### src/rtl/oled_spi_receiver.sv
`timescale 1ns/1ps
`default_nettype none
// +--------------------------------------------------------------------------+
// | oled_spi_receiver: PmodOLEDrgb SPI sniffer, rebuilds bytes/RGB565 pixels  |
// | Revision 1.0                                                             |
// +--------------------------------------------------------------------------+
module oled_spi_receiver #(
  parameter int WIDTH  = 96,
  parameter int HEIGHT = 64
) (
  input  logic        clk,
  input  logic        reset_n,
  input  logic        cs,
  input  logic        sclk,
  input  logic        sdin,
  input  logic        d_cn,
  output logic        byte_valid,
  output logic [7:0]  byte_data,
  output logic        byte_dc,
  output logic        pix_valid,
  output logic [15:0] pix_data,
  output logic [6:0]  pix_x,
  output logic [5:0]  pix_y,
  output logic        frame_done,
  output logic        abort_err
);

  localparam logic [6:0] X_LAST = 7'(WIDTH - 1);
  localparam logic [5:0] Y_LAST = 6'(HEIGHT - 1);

  typedef enum logic [0:0] {B_IDLE = 1'b0, B_SHIFT = 1'b1} byte_state_t;
  typedef enum logic [0:0] {P_HI = 1'b0, P_LO = 1'b1} pix_state_t;

  // cs and sclk synchronisers reset to their idle-high level so that
  // releasing reset with sclk high does not fabricate a rising edge.
  logic [1:0] cs_s;
  logic [2:0] sclk_s;
  logic [1:0] sdin_s;
  logic [1:0] dc_s;

  always_ff @(posedge clk or negedge reset_n) begin
    if (!reset_n) begin
      cs_s   <= 2'b11;
      sclk_s <= 3'b111;
      sdin_s <= 2'b00;
      dc_s   <= 2'b00;
    end else begin
      cs_s   <= {cs_s[0], cs};
      sclk_s <= {sclk_s[1:0], sclk};
      sdin_s <= {sdin_s[0], sdin};
      dc_s   <= {dc_s[0], d_cn};
    end
  end

  logic       sclk_rise;
  logic [7:0] shifted;
  logic [2:0] cnt_next;
  logic [6:0] shreg;
  logic [2:0] bit_cnt;
  logic       byte_abort;
  byte_state_t bstate;

  assign sclk_rise = sclk_s[1] & ~sclk_s[2];
  assign shifted   = {shreg, sdin_s[1]};
  assign cnt_next  = sclk_rise ? bit_cnt + 3'd1 : bit_cnt;

  always_ff @(posedge clk or negedge reset_n) begin
    if (!reset_n) begin
      bstate     <= B_IDLE;
      shreg      <= '0;
      bit_cnt    <= '0;
      byte_valid <= 1'b0;
      byte_data  <= '0;
      byte_dc    <= 1'b0;
      byte_abort <= 1'b0;
    end else begin
      byte_valid <= 1'b0;
      byte_abort <= 1'b0;
      case (bstate)
        B_IDLE: begin
          bit_cnt <= '0;
          if (!cs_s[1]) bstate <= B_SHIFT;
        end
        B_SHIFT: begin
          if (sclk_rise) begin
            shreg <= shifted[6:0];
            if (bit_cnt == 3'd7) begin
              byte_data  <= shifted;
              byte_dc    <= dc_s[1];
              byte_valid <= 1'b1;
            end
          end
          // The counter wraps 7 -> 0 naturally on the completing rise.
          bit_cnt <= cnt_next;
          if (cs_s[1]) begin
            bstate     <= B_IDLE;
            bit_cnt    <= '0;
            byte_abort <= (cnt_next != 3'd0);
          end
        end
        default: bstate <= B_IDLE;
      endcase
    end
  end

  logic [7:0] hi_byte;
  logic [6:0] cur_x;
  logic [5:0] cur_y;
  logic       pix_abort;
  pix_state_t pstate;

  always_ff @(posedge clk or negedge reset_n) begin
    if (!reset_n) begin
      pstate     <= P_HI;
      hi_byte    <= '0;
      cur_x      <= '0;
      cur_y      <= '0;
      pix_valid  <= 1'b0;
      pix_data   <= '0;
      pix_x      <= '0;
      pix_y      <= '0;
      frame_done <= 1'b0;
      pix_abort  <= 1'b0;
    end else begin
      pix_valid  <= 1'b0;
      frame_done <= 1'b0;
      pix_abort  <= 1'b0;
      if (byte_valid) begin
        if (!byte_dc) begin
          cur_x     <= '0;
          cur_y     <= '0;
          pix_abort <= (pstate == P_LO);
          pstate    <= P_HI;
        end else if (pstate == P_HI) begin
          hi_byte <= byte_data;
          pstate  <= P_LO;
        end else begin
          pix_data   <= {hi_byte, byte_data};
          pix_valid  <= 1'b1;
          pix_x      <= cur_x;
          pix_y      <= cur_y;
          frame_done <= (cur_x == X_LAST) && (cur_y == Y_LAST);
          pstate     <= P_HI;
          if (cur_x == X_LAST) begin
            cur_x <= '0;
            cur_y <= (cur_y == Y_LAST) ? 6'd0 : cur_y + 6'd1;
          end else begin
            cur_x <= cur_x + 7'd1;
          end
        end
      end
    end
  end

  always_ff @(posedge clk or negedge reset_n) begin
    if (!reset_n)                      abort_err <= 1'b0;
    else if (byte_abort || pix_abort)  abort_err <= 1'b1;
  end

endmodule
`default_nettype wire

### config.mk
export PLATFORM = sky130hd
export DESIGN_NAME = oled_spi_receiver
export DESIGN_NICKNAME = d
export VERILOG_FILES = /design/src/rtl/oled_spi_receiver.sv
export SDC_FILE = /design/constraint.sdc
export NUM_CORES = 1
export LEC_CHECK = 0
export CAP_MARGIN = 20
export CORE_MARGIN = 8
export CORE_UTILIZATION = 48
export DETAILED_ROUTE_END_ITERATION = 16
export PLACE_DENSITY = 0.78
export SETUP_SLACK_MARGIN = 0.2
export SLEW_MARGIN = 20
export SYNTH_ARGS = -nofsm -noshare
export SYNTH_HDL_FRONTEND = slang
export SYNTH_SLANG_ARGS = --single-unit
export TNS_END_PERCENT = 5
### constraint.sdc
create_clock -name clk -period 1.5 [get_ports clk]
set_input_delay 0.225 -clock clk [delete_from_list [all_inputs] [get_ports clk]]
set_output_delay 0.225 -clock clk [all_outputs]
set_load 0.1 [all_outputs]
-- Word-level counts from Yosys, hierarchy flattened
Cells that the tools add are included.
- bitwise operators: 4
- reductions and logical operators: 9
- eq/ne operators: 5
- multiplexer cells: 26
- add/subtract/negate cells: 3
- operator list (operator ; number):
    $mux 6 ; 4
    $mux 7 ; 3
    $mux 1 ; 16
    $reduce_and 3->1 ; 4
    $add 7x1->7 const B ; 1
    $eq 7x7->1 const B ; 1
    $add 6x1->6 const B ; 1
    $eq 6x6->1 const B ; 1
    $mux 3 ; 2
    $pmux 3 s2 ; 1
    $ne 2x1->1 const B ; 2
    $reduce_and 2->1 ; 2
    $add 3x1->3 const B ; 1
    $eq 3x3->1 const B ; 1
    $not 1->1 ; 3
    $reduce_bool 3->1 ; 1
    $and 1x1->1 ; 1
    $logic_and 1x1->1 ; 1
    $logic_or 1x1->1 ; 1
- flip-flop bits (word level): 86
- input bits: 6
- output and inout port bits: 42
- word-level logic and storage cells: 69

-- Logic depth before layout (Yosys ltp)
- depth after elaboration: 6
- gate-level depth with buffers: 6
- depth with buffers taken out: 5

-- Worst setup path after synthesis
No wires, ideal clock.
- kind: register -> register
- start point: register byte_valid
- end point: register cur_y[5]
- buffers on the path: 1
- library setup time: 0.127 ns
- stages on the path, launching flop included: 6
- arrival: 1.920 ns
- data required time: 1.373 ns
- slack: -0.547 ns
- clock period less this slack: 2.047 ns
- path through: dfrtp_1 buf_4 nand2_1 o32ai_4 nand2b_1 o211ai_2
- cells in the longest elaborated chain, start to end: 1
- RTL lines (what ; line ; text):
    from (decl) ; 17 ; output logic byte_valid,
    from (signal assigned) ; 72 ; byte_valid <= 1'b0;
    from (signal assigned) ; 77 ; byte_valid <= 1'b0;
    from (signal assigned) ; 90 ; byte_valid <= 1'b1;
    $reduce_and 3->1 (no source line) ; n/a ;
    to (signal assigned) ; 146 ; cur_y <= (cur_y == Y_LAST) ? 6'd0 : cur_y + 6'd1;
    to (decl) ; 108 ; logic [5:0] cur_y;
Every way passes these cells.
A chain may end at the register's enable or synchronous reset.

-- Worst setup path after layout
- start point: register cur_x[5]
- end point: register cur_y[5]
- cells in the longest elaborated chain, start to end: 3
- RTL lines (what ; line ; text):
    from (decl) ; 107 ; logic [6:0] cur_x;
    from (signal assigned) ; 148 ; cur_x <= cur_x + 7'd1;
    $eq 7x7->1 ; 144 ; if (cur_x == X_LAST) begin
    $ne 2x1->1 (no source line) ; n/a ;
    $reduce_and 3->1 (no source line) ; n/a ;
Every way passes these cells.

==> key figures <==
Clock tree
  • Num Clock Sinks: 86
  • CTS max path bufs: 2
  • Clock latency on the worst-skew pair: 0.35 ns
  • Root Driver: clkbuf_8
  • H-Tree Depth: 3
  • CTS Buf Count: 9
  • CTS tree: built
  • Clock transition at the registers of the reported paths: 0.09 ns

Floorplanning
  • Die Ht: 99.8 um
  • Num rows: 30
  • Die width: 99.8 um
  • Core Box Area: 6790 um2
  • Starting density of the core: 49.7%
  • Die area: 9970 um2
  • IO Count: 48

Power
  • Seq pwr share: 55.7%
  • Combinational share of power: 4.2%
  • P per Cell Area: 923 nW/um2
  • Clk pwr share: 40.2%
  • Sw Share: 21.9%
  • Int Power: 3.50 mW
  • Final Power: 4.48 mW
  • Maximum vdd drop: 0.557 mV
  • Pleak: 2.40 nW
  • Sw Pwr: 0.980 mW

Yosys
  • Mapped Nets: 303
  • Ys Warns: 0
  • Synthesized area: 3370 um2
  • Synth unique cells: 37
  • Syn Inst Count: 293
  • Synth Register Bits: 86
  • Syn Area/Cell: 11.5 um2
  • Post-synthesis sequential area ratio: 64.0%

Status
  • Outcome: finished clean

Drt
  • Routed wire length per instance: 16.0 um
  • DRT iter0 DRCs: 126
  • Routed Antenna Nets: 0
  • DRC: 0
  • Vias per std cell: 5.06
  • Final WL: 7470 um
  • Vias: 2358
  • DRT Pass-1 Iters: 4

STA
  • Final Skew: 0.0126 ns
  • Setup violators final: 0
  • Pins Over Slew Limit: 0
  • Fmax: 692 MHz
  • Unrepaired setup endpoints after global routing: true
  • Final period util: 96.4%
  • Period minus WS final: 1.45 ns
  • Measured slew at the worst slew-check pin: 0.403 ns
  • Final hold vios: 0
  • Max_slew headroom: 73.1%
  • Final setup TNS: 0 ns

Placed design
  • RD Place Congestion: 0.844
  • Dpl cells: 443
  • Count of buffers from port buffering: 47
  • Placed cell areas: 4500 um2
  • Dpl hpwl: 4960 um

GRT
  • GRT Util Overall: 16.2%
  • Initial antenna violation count: 0
  • Largest net degree at the start of global routing: 46
  • Global route total overflow: 0
  • Vias in the first global route: 2512
  • First-pass GRT wire length: 12600 um

Cells and area
  • Layout cells sized above 1: 34.6%
  • Nets@finish: 375
  • ANT cells: 0
  • Design Area, Final: 4850 um2
  • Layout area overhead: 43.8%
  • Final std cells w/o fill: 466
  • Finished Core Util: 71.4%

Critical path
  • Largest delay contributor family on the critical path: compound AO/OA/AOI/OAI gates
  • Slowest stage delay, CP: 0.46 ns
  • Worst path slowest cell: o32ai_4
  • Crit Path Max Fanout: 7
  • WP data arrival: 1.69 ns
  • CP required: 1.74 ns
  • CP Class: reg -> reg
  • CP Cell Sequence: nand4b_4 -> o32ai_4 -> nand2b_4 -> o211ai_2
  • Critical path endpoint category: register
  • Setup crit start kind: register
  • Buf/Inv on CP: 0

Worst hold path
  • Hold Crit Class: in -> reg

Run
  • Max-cap violations: 0
[cell families after synthesis]
kind of cell | after synthesis | synth area share [%]
AOI/OAI and AO/OA | 19 | 4.30
xor gates and xnor gates | 4 | 1.04
adders and majority gates | 4 | 1.48
buffers and inverters | 17 | 2.26
DFF | 86 | 64.0
muxes | 28 | 9.20
and+or+nand+nor | 135 | 17.7
[cells in the final DEF, fill, tap and decap left out, types with 2 or more instances in the layout]
master	Yosys	routed
nand3_4	0	2
nand2b_1	3	2
nand3_2	2	2
a21oi_1	2	2
dfrtp_4	0	2
o21ai_0	6	6
clkbuf_8	0	10
and3_1	3	3
nor3_1	3	3
nor2_1	13	13
xor2_1	3	3
ha_4	0	2
buf_12	0	43
dfstp_2	5	5
clkinvlp_4	0	2
nand2_2	2	2
bufinv_16	0	2
inv_1	8	8
a31oi_1	4	4
nand2_1	92	90
dfrtp_1	81	79
nand3_1	9	8
mux2_2	24	24
buf_4	2	20
clkdlybuf4s50_1	0	4
nand2_4	0	2
mux2i_1	4	4
[synthesized netlist by cell type (all sizes together)]
master / n / area [um2]
a21oi: 2 / 10.0
a221o: 1 / 10.0
a22o: 1 / 8.76
a31oi: 4 / 25.0
and2: 1 / 6.26
and3: 3 / 18.8
buf: 6 / 35.0
clkbuf: 3 / 11.3
dfrtp: 81 / 2030
dfstp: 5 / 131
ha: 4 / 50.1
inv: 8 / 30.0
mux2: 24 / 270
mux2i: 4 / 40.0
nand2: 94 / 358
nand2b: 3 / 18.8
nand3: 11 / 65.1
nand4: 1 / 6.26
nand4b: 1 / 23.8
nor2: 13 / 48.8
nor2b: 1 / 6.26
nor3: 3 / 15.0
nor4: 2 / 18.8
o211ai: 1 / 12.5
o21a: 1 / 7.51
o21ai: 6 / 30.0
o22ai: 1 / 6.26
o31ai: 1 / 7.51
o32ai: 1 / 27.5
or2: 1 / 6.26
or3: 1 / 6.26
xnor2: 1 / 8.76
xor2: 3 / 26.3
[worst register-to-register path, cell delays in order, from the launching register on]
cell and delay [ns]:
dfrtp_1 0.38, nand4b_4 0.23, o32ai_4 0.46, nand2b_4 0.21, o211ai_2 0.06
[final timing paths]
kind                                  to  slack [ns]  startpoint  depth (start not counted)
max in group asynchronous       cur_y[1]        0.63     reset_n                          3
worst min-delay path             cs_s[0]        0.27          cs                          1
worst max register to register  cur_y[5]        0.05    cur_x[5]                          4
worst min register to register   dc_s[1]        0.36     dc_s[0]                          0
worst max-delay path            cur_y[5]        0.05    cur_x[5]                          4
min in group asynchronous       cur_x[6]        0.28     reset_n                          2
[sequential cells by signal (all words and copies together), names as in the netlist, 2 cells and up]
name and flops:
pix_data 16, byte_data 8, hi_byte 8, cur_x 7, pix_x 7, shreg 7, cur_y 6, pix_y 6
bit_cnt 3, sclk_s 3, cs_s 2, dc_s 2, sdin_s 2
[layout make-up]
| class | count | area, um2 |
|---|---|---|
| flip-flops and latches | 86 | 2170 |
| multi-input cells | 191 | 1230 |
| inverters | 8 | 30.0 |
| fillers | 436 | 1940 |
| repair buffers | 69 | 1080 |
| well taps | 96 | 120 |
| clock buffers | 11 | 141 |
| clock inverters | 5 | 83.8 |
[routing by layer]
| metal | GRT usage, % | wire length (um) | vias to the layer above | share of wire, % |
|---|---|---|---|---|
| li1 | - | - | 1109 | - |
| met1 | 19.6 | 3160 | 1162 | 42 |
| met2 | 26.6 | 3810 | 69 | 51 |
| met3 | 4.57 | 344 | 18 | 4.6 |
| met4 | 6.40 | 158 | 0 | 2.1 |
| met5 | 0 | 0 | - | 0 |
[power by group through the flow]
stage               sequential (mW)  combinational, mW  clock [mW]
detailed placement             2.53              0.182           0
floorplan                      2.51             0.0892           0
CTS                            2.49              0.192        1.83
global route                   2.51              0.207        1.94
finish                         2.49              0.186        1.80
global placement               2.52              0.172           0
[metrics by stage]
stage	hold WS, ns	setup WS (ns)
after floorplan	-0.0706	-0.0455
final	0.270	0.0547
after detailed placement	0.108	0.00659
after global placement	0.109	0.0640
after global routing	0.264	0.00256
after CTS	0.253	0.0565
[what timing repair did]
action	in CTS	in global routing
resized for setup	12	2
hold endpoints to repair	15	0
cloned	1	0
pin swaps	1	0
hold buffers	1	0
setup endpoints to repair	57	68
buffers inserted	2	3
Note: power is estimated with default switching activity, not from simulation.
